==> src/rtl/pulse_window_gen.sv <==
// pulse_window_gen
// Multi-channel window generator. A shared period counter runs from 0 to
// period-1, and each channel drives an active-low window output that is low
// while lo <= count < hi. The period and the per-channel windows are written
// into pending registers and copied to the active set only at a period
// boundary, or on any enabled IDLE cycle, so a reprogram never cuts a period
// short and never produces a glitch.
//
// Ports:
//   clock, reset    rising-edge clock, synchronous active-high reset
//   enable          1 = advance; 0 = freeze count, state and f (wrap forced 0)
//   mode, start     0 = continuous, 1 = one-shot; start triggers a one-shot
//                   run from IDLE
//   cfg_period_we   load cfg_period into the pending period (values < 2 dropped)
//   cfg_we          load cfg_lo/cfg_hi into the pending window of cfg_ch
//   count           current counter value
//   f               per-channel window, 0 inside [lo, hi), 1 outside
//   wrap            high during the last count of a period
//   busy            high while running
module pulse_window_gen #(
    parameter int WIDTH      = 9,
    parameter int CHANNELS   = 4,
    parameter int RST_PERIOD = 500,
    parameter int RST_LO     = 20,
    parameter int RST_HI     = 90,
    localparam int CH_W      = (CHANNELS > 1) ? $clog2(CHANNELS) : 1
) (
    input  logic                clock,
    input  logic                reset,
    input  logic                enable,
    input  logic                mode,
    input  logic                start,
    input  logic                cfg_period_we,
    input  logic [WIDTH-1:0]    cfg_period,
    input  logic                cfg_we,
    input  logic [CH_W-1:0]     cfg_ch,
    input  logic [WIDTH-1:0]    cfg_lo,
    input  logic [WIDTH-1:0]    cfg_hi,
    output logic [WIDTH-1:0]    count,
    output logic [CHANNELS-1:0] f,
    output logic                wrap,
    output logic                busy
);

    localparam logic [0:0] ST_IDLE = 1'b0;
    localparam logic [0:0] ST_RUN  = 1'b1;

    logic [0:0]          state_q, state_d;
    logic                mode_q, mode_d;
    logic [WIDTH-1:0]    count_q, count_d;
    logic [CHANNELS-1:0] f_q, f_d;
    logic [WIDTH-1:0]    act_period_q, act_period_d;
    logic [WIDTH-1:0]    pend_period_q, pend_period_d;
    logic [WIDTH-1:0]    act_lo_q [CHANNELS];
    logic [WIDTH-1:0]    act_lo_d [CHANNELS];
    logic [WIDTH-1:0]    act_hi_q [CHANNELS];
    logic [WIDTH-1:0]    act_hi_d [CHANNELS];
    logic [WIDTH-1:0]    pend_lo_q [CHANNELS];
    logic [WIDTH-1:0]    pend_lo_d [CHANNELS];
    logic [WIDTH-1:0]    pend_hi_q [CHANNELS];
    logic [WIDTH-1:0]    pend_hi_d [CHANNELS];
    logic                last_count;
    logic                wrap_c;
    logic                copy_c;

    // Next-state logic. Pending writes are resolved first so that a write
    // landing in the wrap cycle is already part of the next period. The
    // window output is computed from the next count, state and active bounds
    // so that f lines up with count in the same cycle.
    always_comb begin
        state_d       = state_q;
        mode_d        = mode_q;
        count_d       = count_q;
        pend_period_d = pend_period_q;
        pend_lo_d     = pend_lo_q;
        pend_hi_d     = pend_hi_q;
        act_period_d  = act_period_q;
        act_lo_d      = act_lo_q;
        act_hi_d      = act_hi_q;
        f_d           = '1;

        if (cfg_period_we && (cfg_period >= WIDTH'(2))) begin
            pend_period_d = cfg_period;
        end
        if (cfg_we && (int'(cfg_ch) < CHANNELS)) begin
            pend_lo_d[cfg_ch] = cfg_lo;
            pend_hi_d[cfg_ch] = cfg_hi;
        end

        last_count = (count_q == (act_period_q - WIDTH'(1)));
        wrap_c     = (state_q == ST_RUN) && enable && last_count;
        // IDLE refreshes the active set while enabled; a disabled block
        // keeps its active registers untouched.
        copy_c     = enable && ((state_q == ST_IDLE) || wrap_c);

        if (copy_c) begin
            act_period_d = pend_period_d;
            act_lo_d     = pend_lo_d;
            act_hi_d     = pend_hi_d;
        end

        case (state_q)
            ST_IDLE: begin
                count_d = '0;
                if (enable && (!mode || start)) begin
                    state_d = ST_RUN;
                    mode_d  = mode;
                end
            end
            default: begin
                if (enable) begin
                    if (last_count) begin
                        count_d = '0;
                        if (mode_q) begin
                            state_d = ST_IDLE;
                        end
                    end else begin
                        count_d = count_q + WIDTH'(1);
                    end
                end
            end
        endcase

        // An empty window (lo >= hi) never matches; a window with hi beyond
        // the period simply ends when the counter wraps.
        for (int i = 0; i < CHANNELS; i++) begin
            f_d[i] = !((state_d == ST_RUN) &&
                       (count_d >= act_lo_d[i]) && (count_d < act_hi_d[i]));
        end
    end

    // State registers. Reset returns everything, pending included, to the
    // power-up configuration.
    always_ff @(posedge clock) begin
        if (reset) begin
            state_q       <= ST_IDLE;
            mode_q        <= 1'b0;
            count_q       <= '0;
            f_q           <= '1;
            act_period_q  <= WIDTH'(RST_PERIOD);
            pend_period_q <= WIDTH'(RST_PERIOD);
            for (int i = 0; i < CHANNELS; i++) begin
                act_lo_q[i]  <= WIDTH'(RST_LO);
                act_hi_q[i]  <= WIDTH'(RST_HI);
                pend_lo_q[i] <= WIDTH'(RST_LO);
                pend_hi_q[i] <= WIDTH'(RST_HI);
            end
        end else begin
            state_q       <= state_d;
            mode_q        <= mode_d;
            count_q       <= count_d;
            f_q           <= f_d;
            act_period_q  <= act_period_d;
            pend_period_q <= pend_period_d;
            act_lo_q      <= act_lo_d;
            act_hi_q      <= act_hi_d;
            pend_lo_q     <= pend_lo_d;
            pend_hi_q     <= pend_hi_d;
        end
    end

    assign count = count_q;
    assign f     = f_q;
    assign wrap  = wrap_c;
    assign busy  = (state_q == ST_RUN);

endmodule

==> config.mk <==
export PLATFORM = sky130hd
export DESIGN_NAME = pulse_window_gen
export DESIGN_NICKNAME = d
export VERILOG_FILES = /design/src/rtl/pulse_window_gen.sv
export SDC_FILE = /design/constraint.sdc
export NUM_CORES = 1
export LEC_CHECK = 0
export BUFFER_PORTS_ARGS = -buffer_cell sky130_fd_sc_hd__buf_2
export CORE_MARGIN = 10
export CORE_UTILIZATION = 35
export CTS_CLUSTER_SIZE = 10
export DETAILED_ROUTE_END_ITERATION = 8
export GPL_TIMING_DRIVEN = 0
export MAX_ROUTING_LAYER = met4
export PLACE_DENSITY_LB_ADDON = 0.12
export SYNTH_ARGS = -nofsm -noshare
export SYNTH_HDL_FRONTEND = slang
export SYNTH_SLANG_ARGS = --single-unit
==> constraint.sdc <==
create_clock -name clock -period 8.2 [get_ports clock]
set_input_delay 0.41 -clock clock [delete_from_list [all_inputs] [get_ports clock]]
set_output_delay 0.41 -clock clock [all_outputs]
set_load 0.005 [all_outputs]
==> results.cfg <==
[pwr]
power_leakage_nw = 4.17
irDropWorstVdd_mv = 0.129
power_mw = 1.93
power.density_nw_per_um2 = 202

[clocking]
clock_path_buffers = 2
cts.sinks = 177
insertion_delay_ns = 0.44
cts_tree = done
cts_resized = 0
cts_setup_buffers = 0
clkTransAtPathRegs_ns = 0.07
clock-root-buffer = clkbuf_16
cts_made_buffers = 17
htreeDepth = 4
hold_buffers = 0

[setup_path]
worstReg2RegStart = act_period_q[2]
slowest_delay_ns = 0.67
path_cells = or3_1, clkbuf_2, a2111oi_0, nor2_1, a221oi_2, buf_6, buf_2, o21ai_0, ha_1, a21o_1, a21o_1, a2111oi_0, nor3_1, o21ai_0, nor4b_1, nand4_1
cpMaxStageDelayCell = a2111oi_0
worstPathMaxFanout = 10
cp.required_ns = 8.42
start_kind = register
critPathCaptureType = register
cp.arrival_ns = 5.30
startpoint = act_period_q[2]
path_class = reg -> reg
rr_worst_depth = 16

[cells_and_area]
nets = 1076
design_area_um2 = 9550
fin_util = 0.409
layout-drive-gt1-share = 0.114
synthToLayoutAreaGrowth_pct = 15.4
layout.cells.non_filler = 1302
antenna_cells = 0
fillers = 2379

[logic_synthesis]
synth_seq_area_share = 0.428
yosys.area.top_type = dfxtp_1
yosys_warnings = 0
synth_most_common_cell = dfxtp_1
synthFlopType = dfxtp_1
ys_async_sr_fraction = 0
syn-num-nets = 1007
synth-edff-count = 0
synth_top_cells_by_count = 177 x dfxtp_1, 131 x nor2_1, 86 x o21ai_0
syn_inst = 901
synth_top_area_share = 0.428
synth_area_leaders = dfxtp_1 43%, ha_1 11%, mux2i_1 9.9%
netlist_area_um2 = 8270
ys_ff_latch = 177
syn_avg_cell_area_um2 = 9.18
ys_types = 48

[detailed_routing]
via_per_inst = 4.94
wl_per_cell_um = 18.1
routed-via-count = 6438
drtIter0Drc = 549
ant_nets = 0
routed_wl_mm = 23.5
dr.pass1.iters = 5
drc_errors = 0

[floorplan]
io-pin-count = 51
die_y_um = 174
rows = 56
dieArea_um2 = 30200
start_util = 0.355
die_w_um = 174
core_um2 = 23300

[sta]
worst_pin_slew_ns = 1.12
setup_viol = 0
period_minus_slack_ns = 5.07
grt_setup_unrepaired = no
hold_viol = 0
fin_skew_ns = 0.0115
setup_tns_ns = 0
post-route-period-util = 0.619
relSlewSlack = 0.253
report.final.slew_viol_count = 0
fmax_ghz = 0.197

[place]
place.gp.congestion = 0.850
io_buffers = 50
dpl.cell_count = 1270
postPlaceCellArea_um2 = 8920
place_hpwl_mm = 17.8

[global_route]
grt_pass1_vias = 6463
grt_pass1_wl_mm = 37.2
track_usage = 0.162
antenna_found_initial = 0
grt-ovfl-total = 0
grt_max_degree = 18

[min_path]
whs_path_depth = 3
worstHoldStart = cfg_period[6]
hold_path.class = in -> reg

[run_status]
run_status = completed

[flow_run]
cap_violations = 0
[metal layers]
metal / GRT usage / wire length, um / vias up
met1: 0.206 / 11500 / 3051
met4: 0.0424 / 320 / 0
met2: 0.261 / 11100 / 105
met5: - / 0 / -
li1: - / - / 3258
met3: 0.0283 / 673 / 24
[cell families after synthesis]
kind of cell,share of synthesized area
compound gates,0.115
xor+xnor,0.0191
fa+ha+maj,0.106
buf+inv,0.0333
flops,0.428
mux,0.101
simple gates,0.198
[worst max-delay path: cells and delay by family, from the launching register on]
kind	cells	cell delay (ns)
and+or+nand+nor	5	1.25
adders and majority gates	1	0.34
buffers and inverters	3	0.69
DFF	1	0.35
AOI/OAI and AO/OA	7	2.24
[cell type report]
type	instances	area (um2)	area share
multi-input cells	669	4450	0.466
well taps	319	399	0.0418
flip-flops and latches	177	3540	0.371
clock buffers	18	429	0.0449
clock inverters	14	198	0.0207
inverters	4	15.0	0.00157
plain buffers	51	260	0.0273
repair buffers	50	250	0.0262
[report_power, final]
group          internal [mW]  switching, mW  total (mW)
clock network          0.492          0.379       0.871
logic                 0.0607          0.102       0.163
registers              0.885        0.00806       0.893
total                   1.44          0.489        1.93
[registers in the layout, indices dropped and copies added, names as in the netlist]
name,cells
pend_period_q,9
f,4
pend_lo_q,36
pend_hi_q,36
mode_q,1
act_period_q,9
busy,1
act_lo_q,36
count,9
act_hi_q,36
[metrics by stage]
step           setup slack (ns)  hold WS (ns)
3_5_place_dp               3.15         0.469
3_3_place_gp               3.13         0.459
2_1_floorplan              4.20         0.442
5_1_grt                    2.92         0.244
6_report                   3.13         0.236
4_1_cts                    3.12         0.224
[layout by cell type (no fill, tap or decap), types with 6 or more instances in the layout]
cell type	instances
dfxtp_1	177
nor2_1	131
o21ai_0	86
mux2i_1	82
nand2_1	82
nand2b_1	70
ha_1	70
buf_2	59
clkbuf_1	29
a21o_1	18
clkbuf_16	17
nand4_1	16
a21oi_1	15
xor2_1	12
nor3_1	7
xnor2_1	6
a211oi_1	6
[path summary, 6_finish.rpt]
path | endpoint | slack, ns
max | f[3] | 3.13
max reg2reg | f[3] | 3.13
min | pend_period_q[6] | 0.24
min reg2reg | pend_lo_q[31] | 0.48
Power figures use the tool's default switching activity.
